==> src/rtl/multicycle_controller_pkg.sv <==
// Shared opcodes, ALU op classes, ALU control codes and FSM state encodings for the multicycle controller.
// Latency: none (declarations and a pure combinational helper).
// Backpressure: not applicable.
package multicycle_controller_pkg;

  // Supported RV32I opcodes
  localparam logic [6:0] OP_LW  = 7'b0000011;
  localparam logic [6:0] OP_SW  = 7'b0100011;
  localparam logic [6:0] OP_R   = 7'b0110011;
  localparam logic [6:0] OP_I   = 7'b0010011;
  localparam logic [6:0] OP_JAL = 7'b1101111;
  localparam logic [6:0] OP_BEQ = 7'b1100011;

  // ALU operation class chosen by the FSM
  localparam logic [1:0] ALUOP_ADD   = 2'b00;
  localparam logic [1:0] ALUOP_SUB   = 2'b01;
  localparam logic [1:0] ALUOP_FUNCT = 2'b10;

  // Operation codes understood by the shared alu
  localparam logic [2:0] ALU_CTRL_ADD = 3'b000;
  localparam logic [2:0] ALU_CTRL_SUB = 3'b001;
  localparam logic [2:0] ALU_CTRL_AND = 3'b010;
  localparam logic [2:0] ALU_CTRL_OR  = 3'b011;
  localparam logic [2:0] ALU_CTRL_SLT = 3'b101;

  typedef enum logic [3:0] {
    S_FETCH    = 4'd0,
    S_DECODE   = 4'd1,
    S_MEMADR   = 4'd2,
    S_MEMREAD  = 4'd3,
    S_MEMWB    = 4'd4,
    S_MEMWRITE = 4'd5,
    S_EXECUTER = 4'd6,
    S_EXECUTEI = 4'd7,
    S_ALUWB    = 4'd8,
    S_JAL      = 4'd9,
    S_BEQ      = 4'd10
  } state_t;

  // Immediate format from opcode; unknown opcodes fall back to I-format
  function automatic logic [1:0] imm_src_of(input logic [6:0] op);
    case (op)
      OP_SW:   imm_src_of = 2'b01;
      OP_BEQ:  imm_src_of = 2'b10;
      OP_JAL:  imm_src_of = 2'b11;
      default: imm_src_of = 2'b00;
    endcase
  endfunction

endpackage

==> src/rtl/multicycle_controller_alu_decoder.sv <==
// Maps the FSM's ALU operation class plus funct fields to an ALU control code.
// Latency: purely combinational, zero cycles.
// Backpressure: none; output follows inputs.
module alu_decoder
  import multicycle_controller_pkg::*;
(
  input  logic [1:0] alu_op,
  input  logic [2:0] funct3,
  input  logic       op5,
  input  logic       funct7b5,
  output logic [2:0] ALUControl
);

  // funct3 decode only matters for R/I arithmetic; sub needs R-type with instr[30] set
  always_comb begin
    ALUControl = ALU_CTRL_ADD;
    case (alu_op)
      ALUOP_ADD: ALUControl = ALU_CTRL_ADD;
      ALUOP_SUB: ALUControl = ALU_CTRL_SUB;
      ALUOP_FUNCT: begin
        case (funct3)
          3'b000:  ALUControl = (op5 & funct7b5) ? ALU_CTRL_SUB : ALU_CTRL_ADD;
          3'b010:  ALUControl = ALU_CTRL_SLT;
          3'b110:  ALUControl = ALU_CTRL_OR;
          3'b111:  ALUControl = ALU_CTRL_AND;
          default: ALUControl = ALU_CTRL_ADD;
        endcase
      end
      default: ALUControl = ALU_CTRL_ADD;
    endcase
  end

endmodule

==> src/rtl/multicycle_controller.sv <==
// Moore sequencing FSM for the multicycle RV32I datapath, with ImmSrc decode and retired-instruction counter.
// Latency: lw 5, sw/R/I/jal 4, beq 3, illegal 2 cycles with no memory stalls.
// Backpressure: FETCH, MEMREAD and MEMWRITE hold (selects stable) until mem_ready.
module multicycle_controller
  import multicycle_controller_pkg::*;
(
  input  logic        clk,
  input  logic        rst_n,
  input  logic [6:0]  op,
  input  logic [2:0]  funct3,
  input  logic        funct7b5,
  input  logic        Zero,
  input  logic        mem_ready,
  output logic        PCWrite,
  output logic        AdrSrc,
  output logic        MemWrite,
  output logic        IRWrite,
  output logic        RegWrite,
  output logic [1:0]  ResultSrc,
  output logic [1:0]  ALUSrcA,
  output logic [1:0]  ALUSrcB,
  output logic [1:0]  ImmSrc,
  output logic [2:0]  ALUControl,
  output logic        illegal,
  output logic [31:0] instret
);

  state_t     state, state_nxt;
  logic [1:0] alu_op;
  logic       pc_write_d, mem_write_d, ir_write_d, reg_write_d, illegal_d;
  logic       retire;

  // State register; reset parks the FSM in FETCH
  always_ff @(posedge clk or negedge rst_n) begin
    if (!rst_n) state <= S_FETCH;
    else        state <= state_nxt;
  end

  // Next-state and Moore outputs (qualified by mem_ready / Zero / op where needed)
  always_comb begin
    state_nxt   = state;
    alu_op      = ALUOP_ADD;
    AdrSrc      = 1'b0;
    ResultSrc   = 2'b00;
    ALUSrcA     = 2'b00;
    ALUSrcB     = 2'b00;
    pc_write_d  = 1'b0;
    mem_write_d = 1'b0;
    ir_write_d  = 1'b0;
    reg_write_d = 1'b0;
    illegal_d   = 1'b0;
    retire      = 1'b0;
    case (state)
      S_FETCH: begin
        ALUSrcB   = 2'b10;
        ResultSrc = 2'b10;
        if (mem_ready) begin
          ir_write_d = 1'b1;
          pc_write_d = 1'b1;
          state_nxt  = S_DECODE;
        end
      end
      S_DECODE: begin
        // Branch/jal target precomputed from OldPC + imm into ALUOut
        ALUSrcA = 2'b01;
        ALUSrcB = 2'b01;
        case (op)
          OP_LW, OP_SW: state_nxt = S_MEMADR;
          OP_R:         state_nxt = S_EXECUTER;
          OP_I:         state_nxt = S_EXECUTEI;
          OP_JAL:       state_nxt = S_JAL;
          OP_BEQ:       state_nxt = S_BEQ;
          default: begin
            illegal_d = 1'b1;
            state_nxt = S_FETCH;
          end
        endcase
      end
      S_MEMADR: begin
        ALUSrcA   = 2'b10;
        ALUSrcB   = 2'b01;
        state_nxt = op[5] ? S_MEMWRITE : S_MEMREAD;
      end
      S_MEMREAD: begin
        AdrSrc = 1'b1;
        if (mem_ready) state_nxt = S_MEMWB;
      end
      S_MEMWB: begin
        ResultSrc   = 2'b01;
        reg_write_d = 1'b1;
        retire      = 1'b1;
        state_nxt   = S_FETCH;
      end
      S_MEMWRITE: begin
        AdrSrc      = 1'b1;
        mem_write_d = mem_ready;
        if (mem_ready) begin
          retire    = 1'b1;
          state_nxt = S_FETCH;
        end
      end
      S_EXECUTER: begin
        ALUSrcA   = 2'b10;
        alu_op    = ALUOP_FUNCT;
        state_nxt = S_ALUWB;
      end
      S_EXECUTEI: begin
        ALUSrcA   = 2'b10;
        ALUSrcB   = 2'b01;
        alu_op    = ALUOP_FUNCT;
        state_nxt = S_ALUWB;
      end
      S_ALUWB: begin
        reg_write_d = 1'b1;
        retire      = 1'b1;
        state_nxt   = S_FETCH;
      end
      S_JAL: begin
        ALUSrcA    = 2'b01;
        ALUSrcB    = 2'b10;
        pc_write_d = 1'b1;
        state_nxt  = S_ALUWB;
      end
      S_BEQ: begin
        ALUSrcA    = 2'b10;
        alu_op     = ALUOP_SUB;
        pc_write_d = Zero;
        retire     = 1'b1;
        state_nxt  = S_FETCH;
      end
      default: state_nxt = S_FETCH;
    endcase
  end

  // Write strobes are masked during reset so FETCH's mem_ready qualifier cannot leak a pulse
  assign PCWrite  = pc_write_d  & rst_n;
  assign MemWrite = mem_write_d & rst_n;
  assign IRWrite  = ir_write_d  & rst_n;
  assign RegWrite = reg_write_d & rst_n;
  assign illegal  = illegal_d   & rst_n;
  assign ImmSrc   = imm_src_of(op);

  // Retired-instruction counter, wraps naturally at 2^32
  always_ff @(posedge clk or negedge rst_n) begin
    if (!rst_n)      instret <= 32'd0;
    else if (retire) instret <= instret + 32'd1;
  end

  alu_decoder u_alu_decoder (
    .alu_op     (alu_op),
    .funct3     (funct3),
    .op5        (op[5]),
    .funct7b5   (funct7b5),
    .ALUControl (ALUControl)
  );

endmodule

==> config.mk <==
export PLATFORM = sky130hd
export DESIGN_NAME = multicycle_controller
export DESIGN_NICKNAME = d
export VERILOG_FILES = /design/src/rtl/multicycle_controller_pkg.sv /design/src/rtl/multicycle_controller_alu_decoder.sv /design/src/rtl/multicycle_controller.sv
export SDC_FILE = /design/constraint.sdc
export NUM_CORES = 1
export LEC_CHECK = 0
export ABC_AREA = 1
export ABC_CLOCK_PERIOD_IN_PS = 2100
export CORE_UTILIZATION = 50
export DETAILED_ROUTE_END_ITERATION = 7
export HOLD_SLACK_MARGIN = 0.02
export PLACE_DENSITY = 0.78
export SETUP_SLACK_MARGIN = 0.4
export SKIP_CTS_REPAIR_TIMING = 1
export SLEW_MARGIN = 20
export SYNTH_ARGS = -nofsm -noshare
export SYNTH_HDL_FRONTEND = slang
export SYNTH_SLANG_ARGS = --single-unit
==> constraint.sdc <==
create_clock -name clk -period 2.1 [get_ports clk]
set_input_delay 0.315 -clock clk [delete_from_list [all_inputs] [get_ports clk]]
set_output_delay 0.315 -clock clk [all_outputs]
set_load 0.005 [all_outputs]
; Yosys cells after proc, flatten, opt, wreduce, memory -nomap -nowiden
; Cells that the tools add are included.
[word_totals]
register_bits = 36
output_inout_bits = 49
word_cells = 70
[classes]
addsub = 1
n_eq_ne = 24
muxes = 23
bitwise_logic = 6
n_reduce_logical = 14
[ops]
columns = op, n
row1 = 32-bit by 1-bit adder with 32-bit output (second input constant), 1
row2 = 4-bit one-hot mux with 6 select lines, 1
row3 = 4-bit one-hot mux with 5 select lines, 1
row4 = 4-bit by 3-bit == test with 1-bit output (second input constant), 4
row5 = 2-bit one-hot mux with 2 select lines, 4
row6 = 7-bit by 6-bit == test with 1-bit output (second input constant), 2
row7 = 7-bit == test (second input constant), 2
row8 = 4-bit == test (second input constant), 3
row9 = 4-bit 2-to-1 mux, 3
row10 = 3-bit one-hot mux with 4 select lines, 1
row11 = 2-bit OR reduction, 6
row12 = 3-bit OR reduction, 3
row13 = 4-bit by 2-bit == test with 1-bit output (second input constant), 2
row14 = 1-bit 2-to-1 mux, 8
row15 = 7-bit by 2-bit == test with 1-bit output (second input constant), 1
row16 = 7-bit by 5-bit == test with 1-bit output (second input constant), 1
row17 = 1-bit AND, 6
row18 = 3-bit == test (second input constant), 2
row19 = 2-bit != test (second input constant), 3
row20 = 2-bit one-hot mux with 3 select lines, 1
row21 = 3-bit one-hot mux with 2 select lines, 1
row22 = 6-bit OR reduction, 1
row23 = 4-bit by 1-bit == test with 1-bit output (second input constant), 1
row24 = 4-bit logical NOT, 1
row25 = other kinds (9), 9

; Depth between registers and ports, before layout
[depth]
depth_word = 5
mapped_depth = 10
mapped_depth_nobuf = 10

; Cells and area by module
; A second synthesis with hierarchy kept.
[hier_totals]
hier_cells = 406
area_unflattened_um2 = 2557.5
[modules_own_cells]
columns = mod, n_inst, cells_per_inst, area_each_um2, seq_area_each_um2
row1 = multicycle_controller, 1, 389, 2466.1, 900.9
row2 = alu_decoder, 1, 17, 91.3, 0.0

; Least setup slack after synthesis
; Ideal clock, no wire load.
[synth_timing]
path_type = register to output
startpoint = reg state[0]
endpoint = out ALUControl[1]
t_arrival_ns = 1.360
required_ns = 1.785
slack_ns = 0.425
path_stages_with_launch = 7
path_cell_list = dfrtp_1 > buf_4 > nor2_2 > nand2_2 > inv_1 > ha_1 > nor4_1
[synth_between]
elab_chain_len = 5
[synth_lines]
columns = item, line
row1 = from (decl), multicycle_controller.sv:28  ; state_t state, state_nxt;
row2 = from (signal assigned), multicycle_controller.sv:36  ; else state <= state_nxt;
row3 = 4-bit by 3-bit == test with 1-bit output, multicycle_controller.sv:53  ; case (state)
row4 = 2-bit OR reduction (no source line), -
row5 = 2-bit one-hot mux with 2 select lines (*), multicycle_controller.sv:53
row6 = 2-bit == test / 2-bit by 1-bit == test with 1-bit output (equally long branches), multicycle_controller_alu_decoder.sv:17  ; case (alu_op)
row7 = 3-bit one-hot mux with 2 select lines (*), multicycle_controller_alu_decoder.sv:17
row8 = to (decl), multicycle_controller.sv:23  ; output logic [2:0] ALUControl,
; Mark *: on every way between the ends. The rest lies on a longest branch, timed or not.

; Worst setup path after layout
[layout_timing]
startpoint = reg state[2]
endpoint = out ALUControl[0]
; The elaborated chain is that of the path after synthesis.

==> run summary <==
Once placement finished, the instance area stood at 0.003388 mm^2. Pin placement for this block handled 64 I/O pins. The finished layout holds 593 standard cells, fillers aside.

The post-detailed-route DRC marker count was 0; the shortest period the worst path allows was 2.061 ns. The horizontal die dimension was 74.27 um. The power density over the cells is 619.3 mW/mm^2, and the unique cell type count in the Yosys netlist is 27. The run finished with clean final reports. The share of cells above drive strength 1 was 0.2186.

Setup total negative slack on the finished layout was measured at 0 ns. The period utilization is 0.9815, and the final RePlAce weighted congestion is 0.9213. The logs give 485.2 MHz for the fmax and 0 for the number of antenna repair diodes. In this run the worst path has a maximum fanout of 4. The count of flip-flops with a built-in enable after synthesis was 0.

Data arrives at the worst endpoint at 1.75 ns. The final clock skew is 0.01179 ns, and the routed wire length per instance is 16.15 um. The number of antenna violations at the first check in global routing is 0, and the latest clock arrival within the worst-skew pair is 0.30 ns. For the global-route wire length before repair, the log shows 11.85 mm.

In this run, placement finished with an instance count of 561. For the worst setup path, the data required time is 1.78 ns. The die area is 0.005515 mm^2. The tools report the total routing resource utilization after global routing as 0.2843. The mean instance size in the synthesized netlist is 6.203 um^2. Dividing the detail-routed via count by the number of cells gives 5.594. For this run the aggregate overflow at the end of global routing stands at 0. The via total after detailed routing was 3317; the count of antenna-violating nets left after detailed routing was 0. The layout has 330 filler cells. The die height came out at 74.27 um. The setup path with the least slack is of type flip-flop to output port. The worst relative slew slack came out at 0.6883. The core outline area is 0.004880 mm^2, and the number of port buffers is 63. Leaving out fill and tap cells, the most frequent cell in the layout is nand2_1. Clock sink count: 36. Wires add up to 9.579 mm. The flop and latch count out of synthesis came out at 36.

Counting every instance in the synthesized netlist gives 421. Setup violations remaining at the end of the flow were counted as 0. The slew at the pin closest to its max-slew limit is 0.4676 ns, and the initial DRC count is 353.

The worst-case IR drop observed on VDD is 0.3268 mV. The floorplan has 25 rows. With fillers left out, the area of the finished cells amounts to 0.003930 mm^2. Compared with the post-synthesis result, the final layout area differs by 50.50%. In the synthesized netlist the dominant register cell turns out to be dfrtp_1.

Before antenna repair, the detailed router went through 7 iterations. STA classifies the critical path startpoint as a flip-flop. The run gives 0 as the max-slew violation count.

STA classifies the critical path endpoint as an output port. The clock transition at the registers of the reported paths came out at 0.08 ns. The min-delay analysis places its worst path in the category input port to asynchronous set/reset pin. The logs give 2 for the H-tree level count and 0.5351 for the starting density of the core. The tool flagged a number of max-cap violations equal to 0. The half-perimeter wire length after placement was 5.533 mm. Setup repair after global routing could not meet its margin everywhere. The final number of hold-violating endpoints is 0. The largest net degree at the start of global routing was 37; the via count of the first global-routing pass was 2640. Counting every net in the synthesized netlist gives 439. The fraction of synthesis flops using an asynchronous set or reset pin works out to 1.000. For the total of warnings raised by yosys, the log shows 0. The cell area that synthesis handed to floorplanning was 0.002611 mm^2.

In this run, CTS created clock tree buffers numbering 5. The tree is rooted in a clkbuf_8. The share of synthesized area occupied by flip-flops and latches is 0.3450. For this run, the post-layout net count is 543. TritonCTS built the clock tree.

No sink is reached through more buffers than the 2 on the longest clock path. Leaving out fill and tap cells, the most frequent cells in the layout are nand2_1, nor2_1, inv_1. The standby leakage power was 1.945 nW.
==> power breakdown <==
part	switching [mW]	internal [mW]
logic	0.554	0.524
registers	0.0802	0.744
clock network	0.270	0.262
==> Yosys cell counts (3+ instances only) <==
cell	number	area share
buf_4	3	0.0086
ha_1	3	0.014
nand2_2	8	0.019
nor2_4	3	0.013
nand4_1	4	0.0096
nand3_1	25	0.048
nor2_1	66	0.095
nand2_1	171	0.25
nor3_1	3	0.0057
xnor2_1	6	0.020
nor2_2	3	0.0072
dfrtp_1	36	0.34
inv_1	52	0.075
inv_2	3	0.0043
xor2_1	4	0.013
o21ai_0	14	0.027
==> kinds of logic (layout without fill, tap and decap cells) <==
family / count (synthesis) / in the layout / share of synthesized area
xor gates and xnor gates: 10 / 10 / 0.03354
DFF: 36 / 36 / 0.3450
adders and majority gates: 3 / 3 / 0.01438
and+or+nand+nor: 289 / 291 / 0.4629
buffers and inverters: 60 / 163 / 0.09631
AOI/OAI and AO/OA: 23 / 23 / 0.04792
==> final cells by class <==
type	instances	area, um^2	share of cell area
timing repair buffer	100	929.6	0.2365
inverter	55	216.5	0.05508
tap	67	83.83	0.02133
sequential	36	903.4	0.2299
multi-input combinational	327	1704	0.4336
clock inverter	2	10.01	0.002547
clock buffer	6	82.58	0.02101
==> critical path, cell delays in order, from the launching register on <==
cell and delay (ns):
dfrtp_1 0.44, inv_1 0.08, nand2_2 0.09, inv_2 0.05, nand2_2 0.09, buf_6 0.16, ha_4 0.15, nand3b_1 0.09
a31oi_1 0.17, buf_2 0.13
==> metal layers <==
| metal | vias up | GRT usage | share of wire |
|---|---|---|---|
| li1 | 1499 | - | - |
| met4 | 0 | 0.1027 | 0.048 |
| met2 | 231 | 0.4657 | 0.48 |
| met5 | - | 0 | 0 |
| met3 | 52 | 0.05285 | 0.092 |
| met1 | 1535 | 0.3767 | 0.38 |
==> sequential cells by signal, indices dropped and copies added (netlist names) <==
register / cells
instret: 32
state: 4
==> stage by stage <==
stage          hold slack [ns]  worst slack [ns]  total power, mW  utilization
2_1_floorplan          0.01941            0.4255            1.148            -
3_3_place_gp            0.3953           0.01947            1.457       0.6944
3_5_place_dp            0.4060          -0.03795            1.473       0.6944
4_1_cts                0.08935           -0.3596            1.995       0.7133
5_1_grt                 0.1108          -0.01484            2.514       0.8054
6_report               0.07263           0.03878            2.434       0.8054
==> final timing paths <==
kind	startpoint	end	slack, ns	depth (start not counted)
worst max-delay path	state[2]	ALUControl[0]	0.04	9
worst min-delay path	rst_n	instret[10]	0.07	2
worst max register to register	state[2]	instret[19]	0.35	12
worst min register to register	instret[4]	instret[4]	0.54	1
max in group asynchronous	rst_n	instret[0]	1.68	2
min in group clk	instret[4]	instret[4]	0.54	1
(Power assumes the default switching activity.)
